$ cat src/rtl/conv_weight_stream_gen_pkg.sv
// Shared types and sizing helpers for the conv weight stream generator.
package conv_weight_stream_gen_pkg;

  // Default layer geometry (matches the 3x3, 64-in / 64-out conv layers)
  localparam int DEF_DATA_WIDTH      = 32;
  localparam int DEF_CHANNEL_NUM_IN  = 64;
  localparam int DEF_CHANNEL_NUM_OUT = 64;
  localparam int DEF_KERNEL          = 3;
  localparam int DEF_ADDR_WIDTH      = 16;
  localparam int DEF_MEM_LATENCY     = 2;

  // Sequencer states
  typedef enum logic [1:0] {
    ST_IDLE  = 2'd0,
    ST_FETCH = 2'd1,
    ST_DRAIN = 2'd2
  } state_t;

  // Sideband tags that travel with each outstanding memory read
  typedef struct packed {
    logic valid;
    logic last_kernel;
    logic last_weight;
  } rd_tag_t;

  // Taps per (co,ci) pair
  function automatic int calc_taps(input int kernel);
    return kernel * kernel;
  endfunction

  // Weights in one complete set
  function automatic int calc_total(input int cin, input int cout, input int kernel);
    return cout * cin * kernel * kernel;
  endfunction

  // Bits needed to count 0..n-1, never less than one
  function automatic int width_of(input int n);
    return (n <= 2) ? 1 : $clog2(n);
  endfunction

endpackage

$ cat src/rtl/conv_weight_rd_pipe.sv
// Delay line that carries valid/marker tags alongside in-flight memory reads
// and registers the returned word plus tags onto the weight outputs.
module conv_weight_rd_pipe
  import conv_weight_stream_gen_pkg::*;
#(
  parameter int DATA_WIDTH = DEF_DATA_WIDTH,
  parameter int LATENCY    = DEF_MEM_LATENCY
) (
  input  logic                  clk,
  input  logic                  reset,
  input  logic                  issue,
  input  logic                  tag_last_kernel,
  input  logic                  tag_last_weight,
  input  logic [DATA_WIDTH-1:0] mem_rd_data,
  output logic                  valid,
  output logic [DATA_WIDTH-1:0] data,
  output logic                  last_kernel,
  output logic                  last_weight,
  output logic                  in_flight
);

  rd_tag_t stage_in [LATENCY];
  rd_tag_t stage_q  [LATENCY];
  rd_tag_t tail;

  // Stage 0 is fed by the issuing read, every later stage by its predecessor
  for (genvar gi = 0; gi < LATENCY; gi++) begin : g_stage
    if (gi == 0) begin : g_head
      assign stage_in[gi] = rd_tag_t'({issue, tag_last_kernel, tag_last_weight});
    end else begin : g_body
      assign stage_in[gi] = stage_q[gi-1];
    end
  end

  assign tail = stage_q[LATENCY-1];

  // Advance the tag delay line; reset discards every outstanding read
  always_ff @(posedge clk or negedge reset) begin
    if (!reset) begin
      for (int i = 0; i < LATENCY; i++) begin
        stage_q[i] <= '0;
      end
    end else begin
      for (int i = 0; i < LATENCY; i++) begin
        stage_q[i] <= stage_in[i];
      end
    end
  end

  // Capture the returned word with its tags; data holds while no word arrives
  always_ff @(posedge clk or negedge reset) begin
    if (!reset) begin
      valid       <= 1'b0;
      data        <= '0;
      last_kernel <= 1'b0;
      last_weight <= 1'b0;
    end else begin
      valid       <= tail.valid;
      last_kernel <= tail.valid & tail.last_kernel;
      last_weight <= tail.valid & tail.last_weight;
      if (tail.valid) begin
        data <= mem_rd_data;
      end
    end
  end

  // Anything still travelling, including the word currently on the output
  always_comb begin
    in_flight = valid;
    for (int i = 0; i < LATENCY; i++) begin
      in_flight = in_flight | stage_q[i].valid;
    end
  end

endmodule

$ cat src/rtl/conv_weight_stream_gen.sv
// Streams one layer's weights from a fixed-latency weight memory to a 3x3
// conv layer, co outer / ci middle / tap inner, with stall and frame markers.
module conv_weight_stream_gen
  import conv_weight_stream_gen_pkg::*;
#(
  parameter int DATA_WIDTH      = DEF_DATA_WIDTH,
  parameter int CHANNEL_NUM_IN  = DEF_CHANNEL_NUM_IN,
  parameter int CHANNEL_NUM_OUT = DEF_CHANNEL_NUM_OUT,
  parameter int KERNEL          = DEF_KERNEL,
  parameter int ADDR_WIDTH      = DEF_ADDR_WIDTH,
  parameter int BASE_ADDR       = 0,
  parameter int MEM_LATENCY     = DEF_MEM_LATENCY
) (
  input  logic                  clk,
  input  logic                  reset,
  input  logic                  start,
  input  logic                  hold,
  output logic                  mem_rd_en,
  output logic [ADDR_WIDTH-1:0] mem_addr,
  input  logic [DATA_WIDTH-1:0] mem_rd_data,
  output logic                  valid_weight_out,
  output logic [DATA_WIDTH-1:0] weight_out,
  output logic                  last_kernel,
  output logic                  last_weight,
  output logic                  busy,
  output logic                  done
);

  localparam int TAPS   = calc_taps(KERNEL);
  localparam int TOTAL  = calc_total(CHANNEL_NUM_IN, CHANNEL_NUM_OUT, KERNEL);
  localparam int PAIRS  = CHANNEL_NUM_OUT * CHANNEL_NUM_IN;
  localparam int CNT_W  = width_of(TOTAL);
  localparam int TAP_W  = width_of(TAPS);
  localparam int PAIR_W = width_of(PAIRS);

  localparam logic [TAP_W-1:0]      TAP_LAST  = TAP_W'(TAPS - 1);
  localparam logic [PAIR_W-1:0]     PAIR_LAST = PAIR_W'(PAIRS - 1);
  localparam logic [ADDR_WIDTH-1:0] BASE      = ADDR_WIDTH'(BASE_ADDR);

  state_t            state;
  state_t            state_next;
  logic [CNT_W-1:0]  count;
  logic [TAP_W-1:0]  tap;
  logic [PAIR_W-1:0] pair;
  logic              issue;
  logic              done_int;
  logic              in_flight;
  logic              tag_last_kernel;
  logic              tag_last_weight;

  // Markers for the read about to be issued; pair counter only serves these
  assign tag_last_kernel = (tap == TAP_LAST);
  assign tag_last_weight = tag_last_kernel && (pair == PAIR_LAST);

  // Sequencer state register
  always_ff @(posedge clk or negedge reset) begin
    if (!reset) begin
      state <= ST_IDLE;
    end else begin
      state <= state_next;
    end
  end

  // Next state, read issue and completion; start only counts in IDLE
  always_comb begin
    state_next = state;
    issue      = 1'b0;
    done_int   = 1'b0;
    case (state)
      ST_IDLE: begin
        if (start) begin
          state_next = ST_FETCH;
        end
      end
      ST_FETCH: begin
        if (!hold) begin
          issue = 1'b1;
          if (tag_last_weight) begin
            state_next = ST_DRAIN;
          end
        end
      end
      ST_DRAIN: begin
        if (!in_flight) begin
          done_int   = 1'b1;
          state_next = ST_IDLE;
        end
      end
      default: begin
        state_next = ST_IDLE;
      end
    endcase
  end

  // Linear read counter plus tap/pair counters; all zeroed on an accepted start
  always_ff @(posedge clk or negedge reset) begin
    if (!reset) begin
      count <= '0;
      tap   <= '0;
      pair  <= '0;
    end else if (state == ST_IDLE && start) begin
      count <= '0;
      tap   <= '0;
      pair  <= '0;
    end else if (issue) begin
      count <= count + 1'b1;
      if (tag_last_kernel) begin
        tap  <= '0;
        pair <= pair + 1'b1;
      end else begin
        tap <= tap + 1'b1;
      end
    end
  end

  assign mem_rd_en = issue;
  assign mem_addr  = issue ? (BASE + ADDR_WIDTH'(count)) : '0;
  assign done      = done_int;
  assign busy      = (state != ST_IDLE) && !done_int;

  conv_weight_rd_pipe #(
    .DATA_WIDTH (DATA_WIDTH),
    .LATENCY    (MEM_LATENCY)
  ) u_rd_pipe (
    .clk             (clk),
    .reset           (reset),
    .issue           (issue),
    .tag_last_kernel (tag_last_kernel),
    .tag_last_weight (tag_last_weight),
    .mem_rd_data     (mem_rd_data),
    .valid           (valid_weight_out),
    .data            (weight_out),
    .last_kernel     (last_kernel),
    .last_weight     (last_weight),
    .in_flight       (in_flight)
  );

endmodule

$ cat config.mk
export PLATFORM = sky130hd
export DESIGN_NAME = conv_weight_stream_gen
export DESIGN_NICKNAME = d
export VERILOG_FILES = /design/src/rtl/conv_weight_stream_gen_pkg.sv /design/src/rtl/conv_weight_rd_pipe.sv /design/src/rtl/conv_weight_stream_gen.sv
export SDC_FILE = /design/constraint.sdc
export NUM_CORES = 1
export LEC_CHECK = 0
export ABC_AREA = 1
export ABC_CLOCK_PERIOD_IN_PS = 3800
export CORE_MARGIN = 2
export CORE_UTILIZATION = 50
export CTS_BUF_LIST = sky130_fd_sc_hd__clkbuf_8
export CTS_CLUSTER_DIAMETER = 100
export DETAILED_ROUTE_END_ITERATION = 10
export PLACE_DENSITY = 0.81
export SYNTH_ARGS = -nofsm -noshare
export SYNTH_HDL_FRONTEND = slang
export SYNTH_SLANG_ARGS = --single-unit
$ cat constraint.sdc
create_clock -name clk -period 3.8 [get_ports clk]
set_input_delay 0.76 -clock clk [delete_from_list [all_inputs] [get_ports clk]]
set_output_delay 0.76 -clock clk [all_outputs]
set_load 0.01 [all_outputs]
==> flow_summary.ini <==
[status]
outcome = completed

[grt]
grt_pass1_wl_mm = 13.0
grt.total_usage_pct = 21.4
grt_max_degree = 76
antenna_found_initial = 0
grt-ovfl-total = 0
grt_pass1_vias = 2828

[yosys]
synth_area_leaders = dfrtp_1 (53%), nand2_1 (18%), nor2_1 (5.4%)
yosysSeqAreaShare_pct = 52.7
avgSynthCellArea_um2 = 7.96
ys_seq_elements = 75
syn_inst = 447
ys_warn_count = 0
netlist_area_mm2 = 0.00356
yosys.cell_types.count = 30
netlist.area_leader.share_pct = 52.7
yosysTopAreaCell = dfrtp_1
synth_nets = 487

[finish]
layout_common_cells = nand2_1 (170), clkdlybuf4s50_1 (88), dfrtp_1 (75), nor2_1 (51), inv_1 (42)
final_layout_size_suffix_gt1_share_pct = 7.00
final_common_cell = nand2_1
nFillCells = 559
area_delta_synth_final_pct = 33.0
fin_nets = 578
diodes = 0

[floorplan]
initial_core_util_pct = 52.1
num_rows = 30
fp.coreArea_mm2 = 0.00683
die_h_um = 88.4
die_width_um = 88.4
die-area_mm2 = 0.00781
ioPinCount = 90

[detailed_routing]
detail_route.wl_per_cell_um = 12.5
drtIter0Drc = 118
wirelength_mm = 8.02
vias = 3160
drcViolationCount = 0
vias_per_cell = 4.95
antenna_left = 0
drtPass1Iterations = 5

[power]
power_density_mw_per_mm2 = 489
finalPower_mw = 2.32
ir_worst_vdd_uv = 445
p_leak_nw = 2.30

[placement]
gp_congestion = 0.880
io_buffers = 89
hpwl_mm = 5.44

[worst_setup_path]
worst-path-max-fanout = 27
reg2reg_to = pair[0]$_DFFE_PN0P_
r2r-start = state[1]$_DFFE_PN0P_
ff2ff_path_depth = 6
startpoint = hold
endpoint_kind = output pin
cp.required_ns = 3.04
worstPathArrival_ns = 2.35
path_class = input pin to output pin
ff2ff_setup_slack_ns = 2.05
critPathLaunchType = input pin
crit_end = mem_addr[8]

[clocking]
path_clk_slew_ns = 0.08
clock_latency_ns = 0.34
cts_root_buffer = clkbuf_8
numCtsBuffers = 9
cts.htree.levels = 3
hold_buffers = 0
postCtsResizedCells = 0
cts.path.max_buffers = 2
cts_tree = built
cts.sinks = 75
post_cts.repair.setup_buffers = 0

[sta]
setup_tns_ns = 0
slew_headroom_pct = 37.9
fmax_mhz = 322
hold_violations = 0
fin_crit_ns = 3.11
rsz0062_at_grt = false
slew_viol_final = 0
tightest_slew_ns = 0.932
setup_viol = 0
period_share_pct = 81.8
finClkSkew_ns = 0.00576

[hold_path]
holdPathStages = 0
hold_path_class = flip-flop to flip-flop

[flow_run]
max-cap-violations = 0
[worst max-delay path, cell delays in order]
cell             delay, ns
clkdlybuf4s50_1       0.47
inv_1                 0.16
nand2_4               0.20
nor2_1                0.18
clkdlybuf4s50_1       0.56
[final cells by class]
type	count	area [um2]	share of cell area (%)
Sequential cell	75	1880	39.7
Multi-Input combinational cell	315	1440	30.4
Timing Repair Buffer	93	916	19.3
Inverter	44	165	3.49
Clock buffer	9	124	2.62
Tap cell	96	120	2.54
Clock inverter	7	93.8	1.98
[cells in the mapped netlist (all sizes together)]
| cell | number |
|---|---|
| a31oi | 1 |
| nand2 | 175 |
| clkbuf | 7 |
| inv | 44 |
| o21ai | 14 |
| nand4 | 12 |
| nand3 | 21 |
| nor3 | 13 |
| nor2 | 57 |
| buf | 6 |
| dfrtp | 75 |
| a21oi | 8 |
| xor2 | 2 |
| o21bai | 1 |
| ha | 4 |
| xnor2 | 1 |
| a21o | 1 |
| and2 | 2 |
| o31ai | 2 |
| a22oi | 1 |
[worst min path at each step]
stage	from	endpoint	slack, ns
after floorplan	u_rd_pipe.stage_in[0]$_DFF_PN0_	u_rd_pipe.stage_q[0]$_DFF_PN0_	0.33
after global placement	u_rd_pipe.stage_in[0]$_DFF_PN0_	u_rd_pipe.stage_q[0]$_DFF_PN0_	0.33
after detailed placement	u_rd_pipe.stage_in[0]$_DFF_PN0_	u_rd_pipe.stage_q[0]$_DFF_PN0_	0.35
after CTS	u_rd_pipe.stage_in[0]$_DFF_PN0_	u_rd_pipe.stage_q[0]$_DFF_PN0_	0.37
after global routing	u_rd_pipe.stage_in[0]$_DFF_PN0_	u_rd_pipe.stage_q[0]$_DFF_PN0_	0.38
final	u_rd_pipe.stage_in[0]$_DFF_PN0_	u_rd_pipe.stage_q[0]$_DFF_PN0_	0.36
[stage by stage]
stage | instances | cell area [um2] | setup slack, ns | util, % | hold WS (ns)
floorplan | 447 | 3560 | 1.70 | - | 0.331
global placement | 623 | 4520 | 0.706 | 66.1 | 0.332
detailed placement | 623 | 4520 | 0.676 | 66.1 | 0.350
CTS | 639 | 4730 | 0.673 | 69.3 | 0.369
global route | 639 | 4730 | 0.598 | 69.3 | 0.384
finish | 639 | 4730 | 0.691 | 69.3 | 0.359
[cells by family after synthesis]
kind of cell / share of synthesized area, %
and+or+nand+nor: 33.8
DFF: 52.7
buffers and inverters: 6.86
AOI/OAI and AO/OA: 4.47
adders and majority gates: 1.41
xor gates and xnor gates: 0.739
[where the power goes]
part           switching [mW]  internal, mW
Sequential              0.107         0.941
Clock                   0.298         0.368
Combinational           0.317         0.284
Total                   0.722          1.59
[sequential cells by signal, indices dropped and copies added, names as in the netlist]
| signal | cells |
|---|---|
| count | 16 |
| pair | 12 |
| state | 2 |
| tap | 4 |
| u_rd_pipe.data | 32 |
| u_rd_pipe.last_kernel | 1 |
| u_rd_pipe.last_weight | 1 |
| u_rd_pipe.stage_in | 3 |
| u_rd_pipe.stage_q | 3 |
| u_rd_pipe.valid | 1 |
[layer usage]
metal / up-vias / track usage, % / wire length, um
li1: 1577 / - / -
met1: 1477 / 28.8 / 3750
met2: 95 / 34.7 / 3570
met3: 11 / 4.29 / 555
met4: 0 / 7.99 / 131
met5: - / 0 / 0
(Power assumes the default switching activity.)
